--- src/rtl/key_cond_pkg.sv ---
// Shared types and constants for the push-button conditioning path.
package key_cond_pkg;

  typedef enum logic {
    IDLE = 1'b0,
    HELD = 1'b1
  } state_t;

  // Synchroniser flops come up "released" so a button held through reset
  // is re-qualified from scratch.
  localparam logic SYNC_RESET_LEVEL = 1'b1;

  function automatic int cnt_width(input int cycles);
    return (cycles > 2) ? $clog2(cycles) : 1;
  endfunction

endpackage

--- src/rtl/key_debounce.sv ---
// Single-button 2-flop synchroniser plus stability counter; outputs the
// debounced pressed level (active-high).
module key_debounce
  import key_cond_pkg::*;
#(
  parameter int DEBOUNCE_CYCLES = 50000
) (
  input  logic i_clock,
  input  logic i_reset_n,
  input  logic i_key_n,
  output logic o_held
);

  localparam int CW = cnt_width(DEBOUNCE_CYCLES);
  localparam logic [CW-1:0] CNT_MAX = CW'(DEBOUNCE_CYCLES - 1);

  logic          r_sync1;
  logic          r_sync2;
  logic          r_level;
  logic [CW-1:0] r_count;
  logic          w_pressed;
  logic          w_differ;

  assign w_pressed = ~r_sync2;
  assign w_differ  = w_pressed ^ r_level;

  always_ff @(posedge i_clock) begin
    if (!i_reset_n) begin
      r_sync1 <= SYNC_RESET_LEVEL;
      r_sync2 <= SYNC_RESET_LEVEL;
      r_level <= 1'b0;
      r_count <= '0;
    end else begin
      r_sync1 <= i_key_n;
      r_sync2 <= r_sync1;
      // Any agreeing sample restarts the stability window.
      if (!w_differ) begin
        r_count <= '0;
      end else if (r_count == CNT_MAX) begin
        r_level <= w_pressed;
        r_count <= '0;
      end else begin
        r_count <= r_count + CW'(1);
      end
    end
  end

  assign o_held = r_level;

endmodule

--- src/rtl/key_conditioner.sv ---
// Debounces the active-low KEY buttons and emits one one-hot pulse per press,
// locked out until all buttons are released. Option: KEY_COND_CHORD_REJECT_EN.
module key_conditioner
  import key_cond_pkg::*;
#(
  parameter int KEY_WIDTH       = 4,
  parameter int DEBOUNCE_CYCLES = 50000
) (
  input  logic                 clock,
  input  logic                 reset,
  input  logic [KEY_WIDTH-1:0] key_n,
  output logic [KEY_WIDTH-1:0] key,
  output logic [KEY_WIDTH-1:0] key_held,
  output logic                 key_active,
  output logic                 chord_error
);

  logic [KEY_WIDTH-1:0] w_held;
  logic [KEY_WIDTH-1:0] r_held_prev;
  logic [KEY_WIDTH-1:0] w_press_edge;
  logic                 w_single;
  logic [KEY_WIDTH-1:0] r_key;
  state_t               r_state;

  genvar gi;
  generate
    for (gi = 0; gi < KEY_WIDTH; gi++) begin : g_deb
      key_debounce #(
        .DEBOUNCE_CYCLES(DEBOUNCE_CYCLES)
      ) u_deb (
        .i_clock  (clock),
        .i_reset_n(reset),
        .i_key_n  (key_n[gi]),
        .o_held   (w_held[gi])
      );
    end
  endgenerate

  always_ff @(posedge clock) begin
    if (!reset) r_held_prev <= '0;
    else        r_held_prev <= w_held;
  end

  assign w_press_edge = w_held & ~r_held_prev;
  assign w_single     = (w_held != '0) && ((w_held & (w_held - KEY_WIDTH'(1))) == '0);

`ifdef KEY_COND_CHORD_REJECT_EN
  logic r_chord_error;
  assign chord_error = r_chord_error;
`else
  logic [KEY_WIDTH-1:0] w_lowest;
  // Two's-complement trick isolates the lowest set bit.
  assign w_lowest    = w_held & (~w_held + KEY_WIDTH'(1));
  assign chord_error = 1'b0;
`endif

  always_ff @(posedge clock) begin
    if (!reset) begin
      r_state <= IDLE;
      r_key   <= '0;
`ifdef KEY_COND_CHORD_REJECT_EN
      r_chord_error <= 1'b0;
`endif
    end else begin
      r_key <= '0;
`ifdef KEY_COND_CHORD_REJECT_EN
      r_chord_error <= 1'b0;
`endif
      case (r_state)
        IDLE: begin
          if (w_press_edge != '0) begin
            r_state <= HELD;
            if (w_single) begin
              r_key <= w_held;
            end else begin
`ifdef KEY_COND_CHORD_REJECT_EN
              r_chord_error <= 1'b1;
`else
              r_key <= w_lowest;
`endif
            end
          end
        end
        HELD: begin
          if (w_held == '0) r_state <= IDLE;
        end
      endcase
    end
  end

  assign key        = r_key;
  assign key_held   = w_held;
  assign key_active = |w_held;

endmodule

--- config.mk ---
export PLATFORM = sky130hd
export DESIGN_NAME = key_conditioner
export DESIGN_NICKNAME = d
export VERILOG_FILES = /design/src/rtl/key_cond_pkg.sv /design/src/rtl/key_debounce.sv /design/src/rtl/key_conditioner.sv
export SDC_FILE = /design/constraint.sdc
export NUM_CORES = 1
export LEC_CHECK = 0
export ABC_AREA = 0
export CAP_MARGIN = 40
export CORE_ASPECT_RATIO = 0.9
export CORE_MARGIN = 1
export CORE_UTILIZATION = 54
export CTS_CLUSTER_DIAMETER = 80
export DETAILED_ROUTE_END_ITERATION = 16
export PLACE_DENSITY = 0.75
export SKIP_LAST_GASP = 1
export SLEW_MARGIN = 10
export SYNTH_ARGS = -nofsm -noshare
export SYNTH_HDL_FRONTEND = slang
export SYNTH_HIERARCHICAL = 1
export SYNTH_SLANG_ARGS = --single-unit
--- constraint.sdc ---
create_clock -name clock -period 1.4 [get_ports clock]
set_input_delay 0.21 -clock clock [delete_from_list [all_inputs] [get_ports clock]]
set_output_delay 0.21 -clock clock [all_outputs]
set_load 0.03 [all_outputs]
======== Word level (Yosys, flattened, before mapping) ========
Index checks and enable logic that the tools add are counted.
cells by class
  reductions and logical operators ........ 15
  bitwise operators ....................... 20
  eq/ne operators ......................... 4
  $add $sub $neg .......................... 6
  mux-type cells .......................... 4
operators with widths
  cell                   count
  $add 16x1->16 const B  4
  $eq 16x16->1 const B   4
  $reduce_or 3->1        5
  $and 4x4->4            3
  $not 1->1              11
  $logic_not 4->1        2
  $not 4->4              2
  $reduce_and 2->1       4
  $reduce_bool 4->1      2
  $add 4x1->4 const B    1
  $mux 4                 1
  $reduce_or 4->1        1
  $sub 4x1->4 const B    1
  $xor 1x1->1            4
  $mux 1                 2
  $pmux 1 s2             1
  $logic_and 1x1->1      1
storage, ports and cells
  register bits after elaboration ......... 85
  word-level logic and storage cells ...... 68
  output and inout bits ................... 10

======== Logic depth before layout (Yosys ltp) ========
  depth in word-level cells ............... 5
  mapped depth ............................ 6

======== Cells and area by module ========
The synthesis kept the hierarchy.
by module, submodules not included
  module           times used  seq. area each (µm²)  area an instance (µm²)  cells each
  key_debounce     4           380.4                 848.3                   87
  key_conditioner  1           180.2                 331.6                   31

======== Worst setup path after synthesis ========
OpenSTA, ideal clock, no wires.
  path type ............................... register to register
  start ................................... reg g_deb[0].u_deb.r_level
  end ..................................... reg r_state
  arrival time ............................ 1.364 ns
  data required time ...................... 1.285 ns
  slack ................................... -0.078 ns
  stages on the path, launching flop included .. 4
  path buffers ............................ 0
  cell sequence ........................... dfxtp_1 -> or4_4 -> o21ai_1 -> o21ba_1
on the way
  cells in the longest elaborated chain, start to end .. 4
ends and longest elaborated chain
  element                 line                   source
  start, declared         key_debounce.sv:19     logic r_level;
  start signal, assigned  key_debounce.sv:40     r_level <= w_pressed;
  $and 4x4->4             key_conditioner.sv:44  assign w_press_edge = w_held & ~r_held_prev;
  $reduce_bool 4->1       key_conditioner.sv:71  if (w_press_edge != '0) begin
  $mux 1                  key_conditioner.sv:71
  $pmux 1 s2 (*)          key_conditioner.sv:69  case (r_state)
  end signal, assigned    key_conditioner.sv:59  r_state <= IDLE;
  end signal, assigned    key_conditioner.sv:72  r_state <= HELD;
  end signal, assigned    key_conditioner.sv:85  if (w_held == '0) r_state <= IDLE;
  end, declared           key_conditioner.sv:23  state_t r_state;
Every way passes the cells marked *; elsewhere a longest branch is shown, timed or not.
A chain may end at the register's enable or synchronous reset.

======== Final worst setup path ========
  start ................................... reg g_deb[3].u_deb.r_level
  end ..................................... out key_active
on the way
  cells in the longest elaborated chain, start to end .. 1
ends and longest elaborated chain
  element                 line                   source
  start, declared         key_debounce.sv:19
  start signal, assigned  key_debounce.sv:40
  $reduce_or 4->1         key_conditioner.sv:93  assign key_active = |w_held;
  end, declared           key_conditioner.sv:14  output logic key_active,
Every way passes these cells.

==> results.json <==
{
  "fmax_ghz": 0.6395,
  "preCtsSetupSlack_ns": -0.2567,
  "post_drt_wl_per_cell_um": 15.73,
  "hold_viol_final": 0,
  "cts.clk_slew.worst_paths_ns": 0.08,
  "clock_latency_ns": 0.35,
  "critPathLaunch": "g_deb[3].u_deb/o_held",
  "worstPathCellList": "or4_4, buf_6",
  "numCtsBuffers": 9,
  "io_pins": 16,
  "final_cell_mix": "74 x buf_4, 51 x dfxtp_1, 49 x nor2_1",
  "routed_wl_um": 9063,
  "total_power_mw": 4.471,
  "dieWidth_um": 89.55,
  "cts-root-buf": "clkbuf_8",
  "p_per_area_mw_per_mm2": 837.2,
  "met2_length_um": 4576,
  "slew_violations": 0,
  "m1WireLength_um": 3980,
  "worst_path_largest_cell_delay_ns": 0.54,
  "hpwl_um": 4958,
  "r2r_setup_slack_ns": -0.04,
  "grt_pass1_vias": 2757,
  "core_mm2": 0.006621,
  "placed_cells": 537,
  "drc": 0,
  "clockBufferDepth": 2,
  "synth.cell_area_mm2": 0.003725,
  "async_flop_share": 0,
  "synth-edff-count": 0,
  "violations": "negative setup slack",
  "cap_violations": 0,
  "synthCells": 379,
  "final_layout_size_suffix_gt1_frac": 0.4444,
  "place_congestion": 0.8426,
  "area.growth.synth_to_final_pct": 43.37,
  "nets": 491,
  "start_util": 0.5625,
  "stdcell_area_mm2": 0.005340,
  "min-delay-path-class": "reg2reg",
  "dr_wl_met3_um": 312,
  "holdPathStages": 1,
  "dpl_cell_area_mm2": 0.004404,
  "rsz0062_at_grt": "yes",
  "cp_slowest_cell": "or4_4",
  "fin_cells": 576,
  "layout_commonest_cell": "buf_4",
  "holdBufCountCts": 0,
  "setup_violations": 5,
  "ys_ff_latch": 85,
  "ir_drop_uv": 742.9,
  "cp.required_ns": 1.19,
  "grt_use_total": 0.2247,
  "rr_endpoint": "g_deb[2].u_deb/r_count[10]",
  "crit_fanout": 2,
  "dieArea_mm2": 0.007234,
  "r2r-start": "g_deb[2].u_deb/r_count[2]",
  "fp-row-count": 28,
  "crit_family": "simple AND/OR/NAND/NOR gates",
  "insertedDiodeCount": 0,
  "cts_sinks": 85,
  "cp.arrival_ns": 1.35,
  "finClkSkew_ns": 0.01398,
  "leakage_nw": 2.021,
  "die_h_um": 80.79,
  "place.port_buffers": 14,
  "h-tree-depth": 3,
  "reg2regPathDepth": 5,
  "status": "finished, violations left",
  "cp-endpoint": "key_active",
  "dr.max_layer_used": "met4",
  "worst-setup-path-type": "reg2out",
  "grt_first_pass_wirelength_um": 12510,
  "synth-main-ff-cell": "dfxtp_1",
  "dr.pass1.iters": 4,
  "fin_hold_ws_ns": 0.4118,
  "finalCriticalPeriod_ns": 1.564,
  "seq_area_frac_synth": 0.4568,
  "finalCritPeriodShare": 1.117,
  "timing.final.ws_setup_ns": -0.1638,
  "ys_types": 30,
  "cts_tree": "yes",
  "crit_buf_inv": 1,
  "final_antenna_net_count": 0,
  "endpoint_kind": "output port",
  "cp_num_cells": 2,
  "antenna_found_initial": 0,
  "grt_overflow": 0,
  "startpoint_type": "flip-flop",
  "via_count": 3088,
  "syn_avg_cell_area_um2": 9.828,
  "drtIter0Drc": 153,
  "grt_max_degree": 16,
  "synth_nets": 389,
  "via_per_inst": 5.361,
  "ys_warn_count": 6
}
[cells in the mapped netlist, types with 7 or more instances]
cell type  count  share of area
xnor2_1       48           0.11
nand2_1        8         0.0081
and3_1        13          0.022
and2_1         7          0.012
nor2_2         8          0.013
nor2_1        61          0.061
nand4_1       13          0.022
nand2b_1      13          0.022
nor4_2        16          0.054
dfxtp_1       85           0.46
nor3_1        12          0.016
xor2_1        12          0.028
inv_1         17          0.017
nor4bb_1       8          0.021
nand3_1       24          0.032
[per-layer routing]
metal / up-vias / track usage
li1: 1501 / -
met1: 1502 / 0.2980
met2: 67 / 0.3553
met3: 18 / 0.05589
met4: 0 / 0.07937
met5: - / 0
[worst min path at each step]
stage | start | to
floorplan | reset | g_deb[0].u_deb/r_sync1
global placement | g_deb[1].u_deb/r_sync1 | g_deb[1].u_deb/r_sync2
detailed placement | g_deb[0].u_deb/r_sync1 | g_deb[0].u_deb/r_sync2
CTS | key_n[2] | g_deb[2].u_deb/r_sync1
global route | key_n[2] | g_deb[2].u_deb/r_sync1
finish | g_deb[0].u_deb/r_sync1 | g_deb[0].u_deb/r_sync2
[registers in the layout, indices dropped and copies added, names as in the netlist]
signal / cells
g_deb.u_deb/o_held: 4
key: 4
r_state: 1
g_deb.u_deb/r_sync2: 4
g_deb.u_deb/r_count: 64
g_deb.u_deb/r_sync1: 4
r_held_prev: 4
[report_power, final]
part	switching [mW]	internal (mW)
clock	0.820	1.10
combinational	0.0610	0.0561
sequential	0.00846	2.43
total	0.890	3.58
[kinds of logic after synthesis]
kind of cell	count (synthesis)	synth area share
AO/OA/AOI/OAI	3	0.006382
XOR/XNOR	60	0.1411
adder cells (fa/ha/maj)	4	0.01344
buffers and inverters	22	0.03124
flip-flops	85	0.4568
multiplexers	4	0.01075
other	1	0.001007
AND/OR/NAND/NOR	200	0.3393
[final cells by class]
cell class              instances  area (µm²)
fillers                       359        1281
inverters                      17       63.81
clock inverters                 4       70.07
repair buffers                 94       804.5
multi-input cells             274        2387
flip-flops and latches         85        1747
clock buffers                  12       155.1
well taps                      90       112.6
[worst register-to-register path, stage by stage, from the launching register on]
cell and delay, ns:
dfxtp_1 0.44, nand4_4 0.23, buf_4 0.21, nor3_2 0.20, xnor2_1 0.17, nor2_1 0.07
[timing repair]
action,CTS,global route
gates resized for setup,24,108
pin swaps,9,38
setup endpoints to repair,39,66
setup buffers,8,12
gates cloned,2,1
[per-stage QoR]
| step | setup TNS, ns | util |
|---|---|---|
| after floorplan | 0 | - |
| after global placement | -1.264 | 0.6652 |
| after detailed placement | -1.950 | 0.6652 |
| after CTS | -0.2126 | 0.7171 |
| after global routing | -1.930 | 0.8065 |
| final | -0.2323 | 0.8065 |
No activity file was read; power rests on OpenSTA's default activity.
